File: src/rtl/pipe_pkg.sv
`default_nettype none
// ============================================================================
//  Module      : pipe_pkg
//  Description : Shared constants for the pipeline steering/mux blocks:
//                destination port encodings and the default datapath width.
//  Revision    : 1.0 - initial release
// ============================================================================
package pipe_pkg;

    // Destination encodings carried on a steering select line
    localparam logic PORT0 = 1'b0;
    localparam logic PORT1 = 1'b1;

    // Default datapath width of the pipeline
    localparam int DATA_W = 32;

endpackage : pipe_pkg
`default_nettype wire

File: src/rtl/out_slot.sv
`default_nettype none
// ============================================================================
//  Module      : out_slot
//  Description : One-entry valid/data holding register for a single consumer,
//                with a wrapping count of words loaded into it.
//  Revision    : 1.0 - initial release
// ============================================================================
module out_slot
    import pipe_pkg::*;
#(
    parameter int WIDTH     = DATA_W,
    parameter int CNT_WIDTH = 16
) (
    input  logic                 clk,
    input  logic                 rst_n,
    input  logic                 load,
    input  logic [WIDTH-1:0]     data_in,
    input  logic                 ready,
    output logic                 valid,
    output logic [WIDTH-1:0]     data_out,
    output logic                 room,
    output logic [CNT_WIDTH-1:0] cnt
);

    localparam logic [CNT_WIDTH-1:0] C_CNT_ONE = {{(CNT_WIDTH-1){1'b0}}, 1'b1};

    logic                 valid_q, valid_d;
    logic [WIDTH-1:0]     data_q,  data_d;
    logic [CNT_WIDTH-1:0] cnt_q,   cnt_d;

    // The slot can take a word if it is empty or is being drained this cycle.
    // Keeping this free of the load term is what lets a drain and a refill
    // happen on the same edge without a bubble.
    assign room = !valid_q || ready;

    // Next-state: a load wins over a drain, so a same-cycle drain/refill keeps
    // valid high with the new word. On a plain drain the data is left as-is.
    always_comb begin
        valid_d = valid_q;
        data_d  = data_q;
        cnt_d   = cnt_q;
        if (load) begin
            valid_d = 1'b1;
            data_d  = data_in;
            cnt_d   = cnt_q + C_CNT_ONE;
        end else if (valid_q && ready) begin
            valid_d = 1'b0;
        end
    end

    // State registers; reset discards any held word immediately.
    always_ff @(posedge clk or negedge rst_n) begin
        if (!rst_n) begin
            valid_q <= 1'b0;
            data_q  <= '0;
            cnt_q   <= '0;
        end else begin
            valid_q <= valid_d;
            data_q  <= data_d;
            cnt_q   <= cnt_d;
        end
    end

    assign valid    = valid_q;
    assign data_out = data_q;
    assign cnt      = cnt_q;

endmodule : out_slot
`default_nettype wire

File: src/rtl/demux1t2_32_reg.sv
`default_nettype none
// ============================================================================
//  Module      : demux1t2_32_reg
//  Description : Registered 1-to-2 steering demultiplexer with valid/ready
//                handshakes. Each input word goes to exactly one of two
//                consumers, each backed by its own one-entry holding slot.
//  Revision    : 1.0 - initial release
// ============================================================================
module demux1t2_32_reg
    import pipe_pkg::*;
#(
    parameter int WIDTH     = DATA_W,
    parameter int CNT_WIDTH = 16
) (
    input  logic                 clk,
    input  logic                 rst_n,
    input  logic [WIDTH-1:0]     i_data,
    input  logic                 i_sel,
    input  logic                 i_valid,
    output logic                 i_ready,
    output logic [WIDTH-1:0]     o0_data,
    output logic                 o0_valid,
    input  logic                 o0_ready,
    output logic [WIDTH-1:0]     o1_data,
    output logic                 o1_valid,
    input  logic                 o1_ready,
    output logic [CNT_WIDTH-1:0] cnt0,
    output logic [CNT_WIDTH-1:0] cnt1
);

    logic w_room0;
    logic w_room1;
    logic w_accept;
    logic w_load0;
    logic w_load1;

    // Ready follows only the selected slot's room, never i_valid, so a
    // stalled slot cannot block traffic headed for the other one.
    assign i_ready  = (i_sel == PORT1) ? w_room1 : w_room0;
    assign w_accept = i_valid && i_ready;

    // Exactly one slot is loaded per accept, so a word is never duplicated.
    assign w_load0  = w_accept && (i_sel == PORT0);
    assign w_load1  = w_accept && (i_sel == PORT1);

    out_slot #(
        .WIDTH     (WIDTH),
        .CNT_WIDTH (CNT_WIDTH)
    ) u_slot0 (
        .clk      (clk),
        .rst_n    (rst_n),
        .load     (w_load0),
        .data_in  (i_data),
        .ready    (o0_ready),
        .valid    (o0_valid),
        .data_out (o0_data),
        .room     (w_room0),
        .cnt      (cnt0)
    );

    out_slot #(
        .WIDTH     (WIDTH),
        .CNT_WIDTH (CNT_WIDTH)
    ) u_slot1 (
        .clk      (clk),
        .rst_n    (rst_n),
        .load     (w_load1),
        .data_in  (i_data),
        .ready    (o1_ready),
        .valid    (o1_valid),
        .data_out (o1_data),
        .room     (w_room1),
        .cnt      (cnt1)
    );

endmodule : demux1t2_32_reg
`default_nettype wire
File: config.mk
export PLATFORM = sky130hd
export DESIGN_NAME = demux1t2_32_reg
export DESIGN_NICKNAME = d
export VERILOG_FILES = /design/src/rtl/pipe_pkg.sv /design/src/rtl/out_slot.sv /design/src/rtl/demux1t2_32_reg.sv
export SDC_FILE = /design/constraint.sdc
export NUM_CORES = 1
export LEC_CHECK = 0
export ABC_CLOCK_PERIOD_IN_PS = 1370
export CORE_MARGIN = 4
export CORE_UTILIZATION = 42
export CTS_BUF_LIST = sky130_fd_sc_hd__clkbuf_4
export CTS_CLUSTER_DIAMETER = 30
export CTS_CLUSTER_SIZE = 28
export DETAILED_ROUTE_END_ITERATION = 8
export HOLD_SLACK_MARGIN = 0.1
export PLACE_DENSITY = 0.86
export SLEW_MARGIN = 5
export SYNTH_ARGS = -nofsm -noshare
export SYNTH_HDL_FRONTEND = slang
export SYNTH_SLANG_ARGS = --single-unit
File: constraint.sdc
create_clock -name clk -period 1.37 [get_ports clk]
set_input_delay 0.3425 -clock clk [delete_from_list [all_inputs] [get_ports clk]]
set_output_delay 0.3425 -clock clk [all_outputs]
set_load 0.01 [all_outputs]
# After elaboration in Yosys (flattened, before gate mapping)
# Index checks and enable logic that the tools add are counted.
word_totals:
  register_bits: 98
  latch_bits: 0
  ram_bits: 0
  mem_bits_ro: 0
  inputBits: 38
  out_inout_bits: 99
  memories: 0
op_classes:
  n_addsub: 2
  n_mul: 0
  n_div: 0
  magnitude_cmp: 0
  n_eq_ne: 0
  shift: 0
  n_mux: 5
  bitwise_logic: 1
  n_reduce_logical: 11
ops:
  columns: ["operator", "count"]
  rows:
  - ["adder 16 x 1 -> 16 bit (second input constant)", 2]
  - ["logical AND 1 bit", 5]
  - ["2-to-1 mux 1 bit", 5]
  - ["nonzero test 2 bit", 2]
  - ["logical NOT 1 bit", 2]
  - ["logical OR 1 bit", 2]
  - ["NOT 1 bit", 1]

# Longest topological paths before layout
logic_depth:
  word_depth: 6
  mapped_depth: 5
  depth_no_buf: 5

# By module
# Synthesis repeated with hierarchy kept, for this count alone.
unflattened:
  cells_unflattened: 269
  area_unflattened_um2: 3941.3
modules_own_cells:
  columns: ["mod", "instances", "cells_per_inst", "area_each_um2", "seq_area_each_um2"]
  rows:
  - ["out_slot", 2, 133, 1954.4, 1226.2]
  - ["demux1t2_32_reg", 1, 3, 32.5, 0.0]

# Worst setup path after synthesis
# No wires, ideal clock.
synth_path:
  path_kind: "reg-to-reg"
  from: "register u_slot1.valid_q, in the netlist u_slot1.valid"
  to: "register u_slot1.data_q[10], in the netlist u_slot1.data_out[10]"
  setup_ns: 0.125
  t_arrival_ns: 1.278
  required_ns: 1.245
  setup_slack_ns: -0.033
  path_stages_with_launch: 5
  path_buffers: 1
  cell_sequence: "dfrtp_1 -> and2b_4 -> nor2_4 -> buf_4 -> mux2_2"
synth_between:
  elab_chain_len: 5
synth_rtl:
  columns: ["element", "line_no", "text"]
  rows:
  - ["start, declared", "out_slot.sv:27", "logic valid_q, valid_d;"]
  - ["start signal, assigned", "out_slot.sv:58", "valid_q <= valid_d;"]
  - ["logical NOT 1 bit", "out_slot.sv:34", "assign room = !valid_q || ready;"]
  - ["logical OR 1 bit", "out_slot.sv:34", null]
  - ["2-to-1 mux 1 bit", "demux1t2_32_reg.sv:39", "assign i_ready = (i_sel == PORT1) ? w_room1 : w_room0;"]
  - ["logical AND 1 bit", "demux1t2_32_reg.sv:40", "assign w_accept = i_valid && i_ready;"]
  - ["logical AND 1 bit", "demux1t2_32_reg.sv:44", "assign w_load1 = w_accept && (i_sel == PORT1);"]
  - ["end signal, assigned", "out_slot.sv:59", "data_q <= data_d;"]
  - ["end, declared", "out_slot.sv:28", "logic [WIDTH-1:0] data_q, data_d;"]
# Every way passes these cells.
# A chain may end at the register's enable or synchronous reset.

# Worst setup path in the final report
layout_path:
  from: "input port o1_ready"
  to: "output port i_ready"
layout_between:
  elab_chain_len: 2
layout_rtl:
  columns: ["element", "line_no", "text"]
  rows:
  - ["start, declared", "demux1t2_32_reg.sv:26", "input logic o1_ready,"]
  - ["logical OR 1 bit", "out_slot.sv:34", null]
  - ["2-to-1 mux 1 bit", "demux1t2_32_reg.sv:39", null]
  - ["end, declared", "demux1t2_32_reg.sv:20", "output logic i_ready,"]
# Every way passes these cells.

==> flow_metrics.py <==
metrics = {
    "synthesis": {
        "synthArstFlopShare_pct": 100.0,
        "yosysWarnings": 0,
        "ys.flop_type": "dfrtp_1",
        "yosysTopAreaCell": "dfrtp_1",
        "synthDistinctLibCells": 27,
        "synth-compound-area-share_pct": 0.1241,
        "synth_area_leaders": "dfrtp_1 (61%), mux2_4 (11%), mux2_2 (10%)",
        "avgSynthCellArea_um2": 15.34,
        "post_synth_fa_ha_maj_area_fraction_pct": 0.6203,
        "synth_top_family_by_area": "multiplexers",
        "synth_mux_area_share_pct": 21.12,
        "synth_cells": 263,
        "ys_seq_elements": 98,
        "yosys.area_share.simple_pct": 9.212,
        "synth_xor_area_share_pct": 6.514,
        "synth_top_area_share_pct": 60.79,
        "seq_area_frac_synth_pct": 60.79,
        "synth_nets": 303,
        "netlist_area_mm2": 0.004034,
        "synth_edf_count": 0,
    },
    "placed_design": {
        "place_congestion": 0.7483,
        "dp.final_hpwl_mm": 7.015,
        "placed_area_mm2": 0.005849,
        "placed_cells": 555,
        "port_buffers": 136,
    },
    "global_route": {
        "grt_max_degree": 35,
        "grt_pass1_vias": 3314,
        "grt_overflow_total": 0,
        "antenna_found_initial": 0,
        "track_usage_pct": 19.80,
        "grt_pass1_wl_mm": 17.57,
    },
    "worst_setup_path": {
        "critPathMaxStageDelay_ps": 470,
        "worst-path-buf-inv": 2,
        "cp.required_ps": 1030,
        "criticalPathCategory": "input port to output port",
        "start_kind": "input port",
        "crit_slowest_cell": "clkdlybuf4s50_1",
        "critical_path.top_delay_family": "buffers and inverters",
        "worst_setup_path_end_kind": "output port",
        "cp_data_arrival_time_ps": 1260,
        "cp_max_fo": 2,
        "cp_cell_sequence": "clkdlybuf4s50_1 > and2b_4 > a21oi_2 > buf_4",
    },
    "floorplanning": {
        "core_mm2": 0.009284,
        "initial_core_util_pct": 43.45,
        "fp.dieW_um": 106,
        "die_h_um": 106,
        "die-area_mm2": 0.01124,
        "io_pins": 137,
        "rows": 35,
    },
    "route": {
        "highest_layer": "met4",
        "met2_length_mm": 5.796,
        "drt-total-wl_mm": 11.21,
        "wl_met3_um": 670,
        "num_vias": 3041,
        "wl_met1_mm": 4.555,
        "drtIter0Drc": 73,
        "ant_nets": 0,
        "drc": 0,
        "via_per_inst": 4.707,
        "wl_per_cell_um": 17.35,
        "first_pass_iters": 4,
    },
    "cells_and_area": {
        "fin_util_pct": 71.16,
        "layout.cells.non_filler": 646,
        "area_growth_pct": 63.77,
        "final_cell_mix": "dfrtp_1 (94), buf_2 (87), buf_4 (78)",
        "diodes": 0,
        "layout_commonest_cell": "dfrtp_1",
        "drive_gt1_share_pct": 64.41,
        "final_area_mm2": 0.006606,
        "n_fill_cell": 678,
        "layout.nets": 553,
    },
    "pwr": {
        "p_total_mw": 8.840,
        "p_leak_nw": 3.284,
        "p_int_mw": 6.217,
        "pwr-share-clk_pct": 20.9,
        "switching_power_mw": 2.623,
        "ir_drop_uv": 702.6,
        "p_sw_share_pct": 29.68,
        "power.density_mw_per_mm2": 1338,
        "p_seq_share_pct": 42.3,
        "power_frac_comb_pct": 36.8,
    },
    "cts": {
        "htreeDepth": 3,
        "clockRootBuffer": "clkbuf_4",
        "cts_sinks": 98,
        "cts_buffer_depth": 2,
        "path_clk_slew_ps": 160,
        "insertion_delay_ps": 420,
        "cts_buffers": 9,
        "cts_tree": "yes",
    },
    "timing": {
        "relSlewSlack_pct": 79.59,
        "final_max_slew_viol_count": 0,
        "tns_ps": -8979,
        "finalSetupViolCount": 72,
        "finalHoldViolCount": 0,
        "fin_crit_ps": 1607,
        "period_share_pct": 117.3,
        "rsz0062_at_grt": "yes",
        "clock_skew_ps": 18.62,
        "fmax_mhz": 622.2,
        "fin_ws_ps": -237.2,
        "tightest_slew_ps": 306.1,
    },
    "outcome": {
        "status": "complete, but fails checks",
        "violations": "setup timing",
    },
    "worst_hold_path": {
        "hold_path_class": "input port to asynchronous set/reset pin",
    },
    "flow_run": {
        "cap_violations": 0,
    },
}
metrics by stage:
stage	setup slack, ps	hold WS, ps
2_1_floorplan	0.6984	46.91
3_3_place_gp	-695.2	252.7
3_5_place_dp	-667.7	254.8
4_1_cts	-233.6	305.7
5_1_grt	-290.2	319.1
6_report	-237.2	324.0
sequential cells by signal (all words and copies together) (netlist names):
register          count
u_slot1.valid         1
u_slot0.valid         1
u_slot0.cnt          16
u_slot1.cnt          16
u_slot0.data_out     32
u_slot1.data_out     32
Yosys cell counts, types with 2 or more instances:
cell      count
nand3_2       2
nand3_1      13
and4_1        2
mux2_4       29
nor4_4        2
nand4_1       6
nor2_1        3
nor3_1        2
xnor2_1      26
mux2_2       37
and3_1        3
nand2b_1      3
nor3_2        2
buf_6         4
xor2_1        4
buf_4         2
dfrtp_1      98
ha_1          2
nand2_1      15
power by group through the flow:
stage	logic (mW)	clock network, mW	registers [mW]
global placement	2.57	0	3.82
finish	3.26	1.84	3.74
floorplan	0.770	0	4.07
detailed placement	2.64	0	3.85
global route	3.47	2.00	3.81
CTS	2.91	1.87	3.69
worst register-to-register path: stages (launching register included):
cell       delay (ps)
dfrtp_1           410
and2b_4           180
buf_4             160
nor2_4            130
buf_12            140
clkbuf_16         140
mux2_2            330
routing by layer:
metal  GRT usage (%)  up-vias
met5               0        -
met4           5.828        0
met3           4.918       16
met1           24.48     1496
met2           34.38      106
li1                -     1423
repair_timing:
action | in CTS | in global routing
resized for setup | 442 | 44
pin swaps | 15 | 19
endpoints found under the hold margin | 70 | 0
buffers inserted | 54 | 18
setup endpoints to repair | 175 | 122
gates cloned | 4 | 2
hold buffers | 1 | 0
logic make-up (layout without fill, tap and decap cells):
| kind of cell | after synthesis | after routing |
|---|---|---|
| mux | 66 | 66 |
| simple gates | 59 | 59 |
| xor+xnor | 30 | 30 |
| compound gates | 1 | 1 |
| fa+ha+maj | 2 | 2 |
| flops | 98 | 98 |
| buf+inv | 7 | 261 |
worst paths after layout:
check                           depth (start not counted)                          endpoint                              from  slack (ps)
worst min register to register                          1  u_slot1.data_out[21]$_DFFE_PN0P_  u_slot1.data_out[21]$_DFFE_PN0P_         520
min in group clk                                        1  u_slot1.data_out[21]$_DFFE_PN0P_  u_slot1.data_out[21]$_DFFE_PN0P_         520
worst max-delay path                                    4                           i_ready                          o1_ready        -240
worst min-delay path                                    2   u_slot0.data_out[6]$_DFFE_PN0P_                             rst_n         320
worst max register to register                          6  u_slot1.data_out[31]$_DFFE_PN0P_         u_slot1.valid$_DFFE_PN0P_        -200
max in group asynchronous                               3        u_slot0.cnt[9]$_DFFE_PN0P_                             rst_n         550
final cells by class:
class / instances / area (um^2) / share of cell area (%)
clock buffers: 9 / 67.56 / 1.023
clock inverters: 6 / 106.4 / 1.610
multi-input cells: 158 / 1758 / 26.61
flip-flops and latches: 98 / 2457 / 37.20
well taps: 129 / 161.4 / 2.443
repair buffers: 246 / 2056 / 31.12
No activity file was read; power rests on OpenSTA's default activity.
